--- src/rtl/prog_loader_if.sv ---
// -----------------------------------------------------------------------------
// prog_loader_if
//   Bundles the host load stream, the instruction-memory write port, the CPU
//   core control/status lines and the loader status outputs used by
//   prog_loader.
//
//   modport slave  : the loader itself
//                    in : load_req, load_len, in_valid, in_data, cpu_done
//                    out: in_ready, imem_we, imem_waddr, imem_wdata, cpu_reset,
//                         cpu_start, busy, run_done, cycle_count, timeout
//   modport master : the host/core side (directions mirrored)
// -----------------------------------------------------------------------------
interface prog_loader_if #(
  parameter int ADDR_W  = 8,
  parameter int INSTR_W = 9,
  parameter int CYC_W   = 16
);
  logic               load_req;
  logic [ADDR_W:0]    load_len;
  logic               in_valid;
  logic [INSTR_W-1:0] in_data;
  logic               in_ready;
  logic               imem_we;
  logic [ADDR_W-1:0]  imem_waddr;
  logic [INSTR_W-1:0] imem_wdata;
  logic               cpu_reset;
  logic               cpu_start;
  logic               cpu_done;
  logic               busy;
  logic               run_done;
  logic [CYC_W-1:0]   cycle_count;
  logic               timeout;

  modport slave (
    input  load_req, load_len, in_valid, in_data, cpu_done,
    output in_ready, imem_we, imem_waddr, imem_wdata, cpu_reset, cpu_start,
           busy, run_done, cycle_count, timeout
  );

  modport master (
    output load_req, load_len, in_valid, in_data, cpu_done,
    input  in_ready, imem_we, imem_waddr, imem_wdata, cpu_reset, cpu_start,
           busy, run_done, cycle_count, timeout
  );
endinterface

--- src/rtl/prog_loader.sv ---
// -----------------------------------------------------------------------------
// prog_loader
//   Host-side sequencer in front of the CPU core. Streams instruction words
//   into instruction memory while holding the core in reset, pulses the core
//   start, then counts execution cycles until the core reports done.
//
//   Ports
//     clk    : system clock (posedge)
//     reset  : synchronous, active-high
//     bus    : prog_loader_if.slave (host stream, imem write port, core
//              reset/start/done, busy/run_done/cycle_count/timeout status)
//
//   Optional feature
//     LOADER_WATCHDOG_EN : when defined, a run that reaches WDOG_LIMIT cycles
//                          without cpu_done ends in DONE with timeout=1 and the
//                          core put back into reset. When undefined, timeout
//                          stays 0 and RUN waits indefinitely.
// -----------------------------------------------------------------------------
module prog_loader #(
  parameter int               ADDR_W     = 8,
  parameter int               INSTR_W    = 9,
  parameter int               CYC_W      = 16,
  parameter logic [CYC_W-1:0] WDOG_LIMIT = {CYC_W{1'b1}}
) (
  input  logic            clk,
  input  logic            reset,
  prog_loader_if.slave    bus
);

  localparam logic [ADDR_W:0]   DEPTH   = {1'b1, {ADDR_W{1'b0}}};
  localparam logic [ADDR_W:0]   LEN_ONE = {{ADDR_W{1'b0}}, 1'b1};
  localparam logic [ADDR_W-1:0] PTR_ONE = {{(ADDR_W-1){1'b0}}, 1'b1};
  localparam logic [CYC_W-1:0]  CNT_ONE = {{(CYC_W-1){1'b0}}, 1'b1};

`ifdef LOADER_WATCHDOG_EN
  localparam bit WDOG_EN = 1'b1;
`else
  localparam bit WDOG_EN = 1'b0;
`endif

  typedef enum logic [2:0] {IDLE, LOAD, START, RUN, DONE} state_e;

  // Counter saturates at all-ones instead of wrapping.
  function automatic logic [CYC_W-1:0] sat_inc(input logic [CYC_W-1:0] v);
    return (v == {CYC_W{1'b1}}) ? v : v + CNT_ONE;
  endfunction

  // Requests longer than the memory depth are trimmed to the depth.
  function automatic logic [ADDR_W:0] clamp_len(input logic [ADDR_W:0] len);
    return (len > DEPTH) ? DEPTH : len;
  endfunction

  state_e             state_q, state_d;
  logic [ADDR_W:0]    len_q, len_d;
  logic [ADDR_W-1:0]  ptr_q, ptr_d;
  logic [CYC_W-1:0]   cnt_q, cnt_d;
  logic               tmo_q, tmo_d;
  logic               we_q;
  logic [ADDR_W-1:0]  waddr_q;
  logic [INSTR_W-1:0] wdata_q;

  logic accept, last_word, wdog_trip, new_load;
  logic in_ready, cpu_reset, cpu_start, busy, run_done;

  assign new_load  = bus.load_req && (bus.load_len != '0);
  assign last_word = ({1'b0, ptr_q} == (len_q - LEN_ONE));
  assign wdog_trip = WDOG_EN && (cnt_q == (WDOG_LIMIT - CNT_ONE));

  always_comb begin
    state_d   = state_q;
    len_d     = len_q;
    ptr_d     = ptr_q;
    cnt_d     = cnt_q;
    tmo_d     = tmo_q;
    accept    = 1'b0;
    in_ready  = 1'b0;
    cpu_reset = 1'b1;
    cpu_start = 1'b0;
    busy      = 1'b0;
    run_done  = 1'b0;
    case (state_q)
      IDLE, DONE: begin
        if (state_q == DONE) begin
          run_done  = 1'b1;
          // A watchdog-ended run puts the core back into reset; a normal
          // completion leaves it halted.
          cpu_reset = tmo_q;
        end
        if (new_load) begin
          state_d = LOAD;
          len_d   = clamp_len(bus.load_len);
          ptr_d   = '0;
        end
      end
      LOAD: begin
        in_ready = 1'b1;
        busy     = 1'b1;
        accept   = bus.in_valid;
        if (accept) begin
          ptr_d = ptr_q + PTR_ONE;
          if (last_word) state_d = START;
        end
      end
      START: begin
        cpu_reset = 1'b0;
        cpu_start = 1'b1;
        busy      = 1'b1;
        cnt_d     = '0;
        tmo_d     = 1'b0;
        state_d   = RUN;
      end
      RUN: begin
        cpu_reset = 1'b0;
        busy      = 1'b1;
        // The cycle in which done is seen is not counted; done beats the
        // watchdog when both happen together.
        if (bus.cpu_done) begin
          state_d = DONE;
        end else if (wdog_trip) begin
          state_d = DONE;
          tmo_d   = 1'b1;
          cnt_d   = sat_inc(cnt_q);
        end else begin
          cnt_d   = sat_inc(cnt_q);
        end
      end
      default: state_d = IDLE;
    endcase
  end

  // ---- control state register ----
  always_ff @(posedge clk) begin
    if (reset) begin
      state_q <= IDLE;
      len_q   <= '0;
      ptr_q   <= '0;
      cnt_q   <= '0;
      tmo_q   <= 1'b0;
    end else begin
      state_q <= state_d;
      len_q   <= len_d;
      ptr_q   <= ptr_d;
      cnt_q   <= cnt_d;
      tmo_q   <= tmo_d;
    end
  end

  // ---- registered instruction-memory write port (one cycle after accept) ----
  always_ff @(posedge clk) begin
    if (reset) begin
      we_q    <= 1'b0;
      waddr_q <= '0;
      wdata_q <= '0;
    end else begin
      we_q <= accept;
      if (accept) begin
        waddr_q <= ptr_q;
        wdata_q <= bus.in_data;
      end
    end
  end

  assign bus.in_ready    = in_ready;
  assign bus.imem_we     = we_q;
  assign bus.imem_waddr  = waddr_q;
  assign bus.imem_wdata  = wdata_q;
  assign bus.cpu_reset   = cpu_reset;
  assign bus.cpu_start   = cpu_start;
  assign bus.busy        = busy;
  assign bus.run_done    = run_done;
  assign bus.cycle_count = cnt_q;
  assign bus.timeout     = tmo_q;

endmodule

--- src/flat_wrapper.sv ---
// flat-port wrapper written by rule: the top's interface ports become plain ports
module prog_loader_flat 
#(
  parameter int               ADDR_W     = 8,
  parameter int               INSTR_W    = 9,
  parameter int               CYC_W      = 16,
  parameter logic [CYC_W-1:0] WDOG_LIMIT = {CYC_W{1'b1}}
)
  (clk, reset, bus_load_req, bus_load_len, bus_in_valid, bus_in_data, bus_cpu_done, bus_in_ready, bus_imem_we, bus_imem_waddr, bus_imem_wdata, bus_cpu_reset, bus_cpu_start, bus_busy, bus_run_done, bus_cycle_count, bus_timeout);
  prog_loader_if #(.ADDR_W(ADDR_W), .INSTR_W(INSTR_W), .CYC_W(CYC_W)) bus_i ();
  input  logic clk;
  input  logic reset;
  input wire logic [$bits(bus_i.load_req)-1:0] bus_load_req;
  input wire logic [$bits(bus_i.load_len)-1:0] bus_load_len;
  input wire logic [$bits(bus_i.in_valid)-1:0] bus_in_valid;
  input wire logic [$bits(bus_i.in_data)-1:0] bus_in_data;
  input wire logic [$bits(bus_i.cpu_done)-1:0] bus_cpu_done;
  output wire logic [$bits(bus_i.in_ready)-1:0] bus_in_ready;
  output wire logic [$bits(bus_i.imem_we)-1:0] bus_imem_we;
  output wire logic [$bits(bus_i.imem_waddr)-1:0] bus_imem_waddr;
  output wire logic [$bits(bus_i.imem_wdata)-1:0] bus_imem_wdata;
  output wire logic [$bits(bus_i.cpu_reset)-1:0] bus_cpu_reset;
  output wire logic [$bits(bus_i.cpu_start)-1:0] bus_cpu_start;
  output wire logic [$bits(bus_i.busy)-1:0] bus_busy;
  output wire logic [$bits(bus_i.run_done)-1:0] bus_run_done;
  output wire logic [$bits(bus_i.cycle_count)-1:0] bus_cycle_count;
  output wire logic [$bits(bus_i.timeout)-1:0] bus_timeout;
  assign bus_i.load_req = bus_load_req;
  assign bus_i.load_len = bus_load_len;
  assign bus_i.in_valid = bus_in_valid;
  assign bus_i.in_data = bus_in_data;
  assign bus_i.cpu_done = bus_cpu_done;
  assign bus_in_ready = bus_i.in_ready;
  assign bus_imem_we = bus_i.imem_we;
  assign bus_imem_waddr = bus_i.imem_waddr;
  assign bus_imem_wdata = bus_i.imem_wdata;
  assign bus_cpu_reset = bus_i.cpu_reset;
  assign bus_cpu_start = bus_i.cpu_start;
  assign bus_busy = bus_i.busy;
  assign bus_run_done = bus_i.run_done;
  assign bus_cycle_count = bus_i.cycle_count;
  assign bus_timeout = bus_i.timeout;
  prog_loader #(.ADDR_W(ADDR_W), .INSTR_W(INSTR_W), .CYC_W(CYC_W), .WDOG_LIMIT(WDOG_LIMIT)) u_core (.clk(clk), .reset(reset), .bus(bus_i));
endmodule
--- config.mk ---
export PLATFORM = sky130hd
export DESIGN_NAME = prog_loader_flat
export DESIGN_NICKNAME = d
export VERILOG_FILES = /design/src/rtl/prog_loader_if.sv /design/src/rtl/prog_loader.sv /design/src/flat_wrapper.sv
export SDC_FILE = /design/constraint.sdc
export NUM_CORES = 1
export LEC_CHECK = 0
export BUFFER_PORTS_ARGS = -buffer_cell sky130_fd_sc_hd__buf_2
export CAP_MARGIN = 25
export CORE_ASPECT_RATIO = 0.75
export CORE_MARGIN = 2
export CORE_UTILIZATION = 57
export CTS_BUF_LIST = sky130_fd_sc_hd__clkbuf_8 sky130_fd_sc_hd__clkbuf_16
export DETAILED_ROUTE_END_ITERATION = 8
export PLACE_DENSITY = 0.95
export SLEW_MARGIN = 40
export SYNTH_ARGS = -nofsm -noshare
export SYNTH_HDL_FRONTEND = slang
export SYNTH_SLANG_ARGS = --single-unit
--- constraint.sdc ---
create_clock -name clk -period 3.6 [get_ports clk]
set_input_delay 0.54 -clock clk [delete_from_list [all_inputs] [get_ports clk]]
set_output_delay 0.54 -clock clk [all_outputs]
set_load 0.05 [all_outputs]
==> qor.txt, run 1 <==
status: finished clean
Area Growth Syn to Fin: 14.9%
I/O Buffers: 61
placed cell areas: 0.00294 mm²
Pins Over Slew Limit: 0
Net Sw Frac: 0.260
Post-synth EDFFs: 0
clock sinks: 54
hold crit path type: flop to flop
DP HPWL: 4280 µm
initial core utilization: 0.591
Cell Int Power: 0.781 mW
setup ws final: 1.44 ns
via count: 2347
Setup crit end kind: output port
worst-path cell chain: nor2_1, and2_1, nor2_1, buf_2
Synth Flop Type: dfxtp_1
area of the core: 0.00444 mm²
I/O pins: 63
Crit path largest cell delay: 0.57 ns
WS Path Type: flop to output port
Arrival @ worst endpoint: 1.62 ns
Req. time, crit path: 3.06 ns
P per Cell Area: 350 mW/mm²
RSZ-0062 raised after global routing: no
row count: 21
Worst-path clk slew: 0.09 ns
slew of the pin with the lowest slew margin: 0.691 ns
DR DRC count: 0
Clock Root Buffer: clkbuf_8
endpoints failing hold: 0
die width: 82.3 µm
CP max-delay cell: dfxtp_1
Nets: 395
initial antenna violation count: 0
Cells after Synth: 319
WL/cell: 13.5 µm
count of unique library cells instantiated by Yosys: 45
final setup vio count: 0
Synth Register Bits: 54
most frequent cells in the layout: buf_2 (61), dfxtp_1 (54), nand2_1 (49)
sequential share of power: 0.587
Top delay family on crit path: flip-flops
Seq/Total Area, Yosys: 0.412
ant diodes: 0
DR pass1 iterations: 4
gpl congestion: 0.866
synthesized area: 0.00262 mm²
Clock Latency Late Sink: 0.30 ns
synth top area cells: dfxtp_1 (41%), nand2_1 (7.0%), a21oi_1 (6.1%), xor2_1 (5.3%), nor2_1 (4.7%)
most used cell, CP: nor2_1
Worst Path Max Fanout: 12
die footprint: 0.00517 mm²
number of synthesis warnings: 0
Fmax: 462 MHz
setup repair bufs after CTS: 0
layout cells sized above 1: 0.198
Rel. slew slack: 0.535
top-area cell type share of the netlist area: 0.412
gr usage total: 0.238
worst path bufs/invs: 1
Sw Pwr: 0.274 mW
first-pass GRT wire length: 9750 µm
Layout Cell Area excl Fill: 0.00301 mm²
Die Ht: 62.7 µm
Synth area leader: dfxtp_1
leading cell type in the layout, fill and taps excluded: buf_2
Vias/cell: 5.51
Max Cap Viol: 0
Post-DRT Antenna Nets: 0
mean area per synthesized cell: 8.22 µm²
Post-Place Worst Slack: 1.48 ns
Remaining Overflow, GRT: 0
CTS buffer count: 5
Post-Syn Nets: 345
CTS tree: built
worst hold slack: 0.454 ns
Post-Layout Cell Count: 426
Max Clock Skew: 0.00524 ns
pin count of the biggest net entering global routing: 34
Comb pwr share: 0.124
dpl cells: 419
crit path time final: 2.16 ns
Tcrit/Tclk final: 0.601
H-tree levels: 2
Resized cells post-CTS: 0
clock power share: 0.289
Peak VDD IR: 0.297 mV
Setup TNS: 0 ns
CP startpoint kind: flop
Leak: 1.25 nW
buffer depth of the longest clock path: 2
drt total wl: 5760 µm
Async SR Flop Fraction: 0
initial drt markers: 179
CTS Hold Buffers Added: 0
vias in the first global route: 2175
-- layer usage --
metal,GRT usage,wire length (µm),vias to the layer above
met5,0,0,-
met3,0.0434,319,5
met1,0.342,2800,1069
met4,0.0542,25,0
li1,-,-,1202
met2,0.368,2610,71
-- flip-flops by register name, summed over array words and instances, names as in the netlist --
register	cells
u_core.bus.imem_waddr	8
u_core.bus.imem_we	1
u_core.bus.imem_wdata	9
u_core.bus.cycle_count	16
u_core.len_q	9
u_core.ptr_q	8
u_core.state_q	3
-- kinds of logic after synthesis --
group,count (synthesis),synth area share
AND/OR/NAND/NOR,144,0.275
flip-flops,54,0.412
buffers and inverters,24,0.0391
multiplexers,1,0.00382
AO/OA/AOI/OAI,62,0.154
adder cells (fa/ha/maj),3,0.0143
other,1,0.00143
XOR/XNOR,30,0.100
-- worst register-to-register path: stages, from the launching register on --
cell,delay (ns)
dfxtp_1,0.37
inv_1,0.08
ha_1,0.21
nor3b_1,0.54
nand2_1,0.14
xnor2_1,0.18
a2111oi_4,0.34
a41o_1,0.20
-- power by group through the flow --
stage	Combinational [mW]	Sequential [mW]	Clock, mW
final	0.131	0.619	0.305
after global routing	0.143	0.621	0.338
after CTS	0.131	0.619	0.313
after detailed placement	0.130	0.633	0
after global placement	0.126	0.632	0
after floorplan	0.0823	0.645	0
-- path summary, 6_finish.rpt --
path | endpoint | from | slack (ns) | cells after the start
max | bus_cpu_reset | u_core.state_q[0] | 1.44 | 4
min | u_core.bus.imem_wdata[7] | u_core.bus.imem_wdata[7] | 0.45 | 2
max reg2reg | u_core.state_q[1] | u_core.len_q[0] | 1.49 | 7
min reg2reg | u_core.bus.imem_wdata[7] | u_core.bus.imem_wdata[7] | 0.45 | 2
-- per-stage QoR --
step	total power [mW]	util
global route	1.10	0.679
detailed placement	0.762	0.662
floorplan	0.727	-
CTS	1.06	0.679
finish	1.06	0.679
global placement	0.759	0.662
-- cells in the mapped netlist, types with 2 or more instances --
cell type / n
a22o_1: 4
xor2_1: 16
and2_1: 3
buf_1: 2
nand2_1: 49
a2111oi_0: 2
o21ai_0: 7
nand3_1: 11
and4_1: 6
nor4bb_1: 2
dfxtp_1: 54
inv_1: 5
clkbuf_1: 14
nor2b_1: 2
and3_1: 4
a21oi_1: 32
a31oi_1: 2
nand4_1: 6
ha_1: 3
nor3b_1: 6
o211ai_1: 5
o2111ai_1: 2
or3_1: 4
nor2_1: 33
xnor2_1: 14
nor3_1: 2
nand2b_1: 3
a21o_1: 3
or2_2: 2
nor4_1: 6
-- area by class of cell --
type / instances / area [µm²]
clock buffers: 5 / 68.8
multi-input cells: 241 / 1450
clock inverters: 2 / 7.51
well taps: 57 / 71.3
inverters: 5 / 18.8
repair buffers: 62 / 313
flip-flops and latches: 54 / 1080
fillers: 363 / 1430
(Power assumes the default switching activity.)
==> inputs of run 2 (changes only) <==
- CORE_UTILIZATION: 57 -> 53
- PLACE_DENSITY: 0.95 -> 0.9
- clock period: 3.6 -> 2 ns (I/O delays scaled with it)
==> run 2 against run 1 <==
  * Worst setup slack got worse by 1.4 ns
  * Flip-flop and latch count unchanged
  * Non-clock buffer count rose by 16
  * First-iteration DRC count is 33% higher
  * Final cell count rose by 4.2%
  * Total power up 86%
  * Clock skew rose by 0.0014 ns
  * Sequential share of layout area shrank 1.8 points
  * Die area rose by 7.1%
  * Critical path type is now flop to flop
  * Critical endpoint is now u_core.state_q[1]
  * Largest power group unchanged
==> qor.txt, run 2 (synthesis results as in run 1) <==
initial drt markers: 238
gpl congestion: 0.889
max reg flops: 16
Vias/cell: 5.62
Setup TNS: 0 ns
Clock Root Buffer: clkbuf_8
pin count of the biggest net entering global routing: 34
Die Ht: 64.9 µm
vias in the first global route: 2352
first-pass GRT wire length: 10400 µm
Worst R2R Setup Slack: 0.02 ns
min-delay src: bus_load_len[7]
WS Path Type: flop to flop
via count: 2497
Hold Crit Depth: 2
leading cell type in the layout, fill and taps excluded: buf_2
Worst-path clk slew: 0.09 ns
Leak: 1.34 nW
gr usage total: 0.232
total power: 1.96 mW
crit path time final: 1.98 ns
Pins Over Slew Limit: 0
CTS buffer count: 5
buffer depth of the longest clock path: 2
Arrival @ worst endpoint: 2.22 ns
layout cells sized above 1: 0.247
worst path bufs/invs: 0
Worst Path Max Fanout: 2
clock sinks: 54
DP HPWL: 4520 µm
Crit path largest cell delay: 0.52 ns
Area Growth Syn to Fin: 21.0%
most frequent cells in the layout: buf_2 (61), dfxtp_1 (53), nand2_1 (49)
Max Clock Skew: 0.00660 ns
Peak VDD IR: 0.449 mV
Max Cap Viol: 0
DR DRC count: 0
initial antenna violation count: 0
Remaining Overflow, GRT: 0
CTS Hold Buffers Added: 0
Clock Latency Late Sink: 0.29 ns
setup repair bufs after CTS: 0
Fmax: 505 MHz
ant diodes: 0
Top delay family on crit path: simple AND/OR/NAND/NOR gates
Hold Path End: u_core.len_q[7]
CTS tree: built
status: finished clean
Post-DRT Antenna Nets: 0
R2R depth: 5
worst r2r dst: u_core.state_q[1]
Setup crit end kind: flop
Rel. slew slack: 0.571
hold crit path type: primary input to flop
area of the core: 0.00482 mm²
H-tree levels: 2
initial core utilization: 0.544
RSZ-0062 raised after global routing: yes
slew of the pin with the lowest slew margin: 0.642 ns
WL/cell: 13.9 µm
final setup vio count: 0
worst-path cell chain: or4_4, or3_1, a21o_1, a2111oi_4, a41o_1
Nets: 411
I/O Buffers: 61
DR pass1 iterations: 4
Req. time, crit path: 2.24 ns
launch point of the worst reg-to-reg path: u_core.len_q[0]
CP max-delay cell: or4_4
P per Cell Area: 618 mW/mm²
endpoints failing hold: 0
final core occ: 0.659
I/O pins: 63
CP startpoint kind: flop
row count: 22
die width: 85.2 µm
die footprint: 0.00553 mm²
drt total wl: 6170 µm
Tcrit/Tclk final: 0.990
-- run 2: worst max path at each step --
stage	startpoint	endpoint	slack (ns)	cells past startpoint
finish	u_core.len_q[0]	u_core.state_q[1]	0.02	5
floorplan	u_core.len_q[2]	u_core.state_q[1]	0.004	6
global route	u_core.len_q[0]	u_core.state_q[1]	-0.07	5
detailed placement	u_core.len_q[6]	u_core.state_q[1]	-0.005	5
global placement	u_core.len_q[0]	u_core.state_q[1]	0.05	5
CTS	u_core.len_q[0]	u_core.state_q[1]	0.02	5
-- run 2: what timing repair did --
action,in CTS,in global routing
hold endpoints to repair,0,0
setup endpoints to repair,2,2
resized for setup,0,3
cloned,0,0
pin swaps,1,0
-- run 2: power by group --
| group | switching (mW) | total, mW | internal [mW] |
|---|---|---|---|
| clock | 0.312 | 0.579 | 0.268 |
| combinational | 0.171 | 0.275 | 0.104 |
| sequential | 0.0138 | 1.11 | 1.09 |
| total | 0.496 | 1.96 | 1.46 |
-- run 2: cell type report --
type / instances / area, µm²
well taps: 60 / 75.1
fillers: 381 / 1640
flip-flops and latches: 54 / 1080
clock buffers: 6 / 82.6
multi-input cells: 241 / 1470
inverters: 5 / 18.8
repair buffers: 78 / 445
-- run 2: routing by layer --
layer	part of all wire	wire length [µm]	track usage	vias up
met5	0	0	0	-
met4	0.013	79	0.0774	0
met3	0.072	446	0.0561	10
met2	0.45	2750	0.359	97
met1	0.47	2890	0.317	1153
li1	-	-	-	1237
-- run 2: metrics by stage --
| stage | hold WS [ns] | cells | instance area [µm²] | setup WS [ns] |
|---|---|---|---|---|
| floorplan | 0.426 | 319 | 2630 | 0.00446 |
| global placement | 0.438 | 438 | 3080 | 0.0535 |
| detailed placement | 0.446 | 438 | 3080 | -0.00549 |
| CTS | 0.231 | 444 | 3170 | 0.0207 |
| global route | 0.231 | 444 | 3170 | -0.0701 |
| finish | 0.235 | 444 | 3170 | 0.0201 |
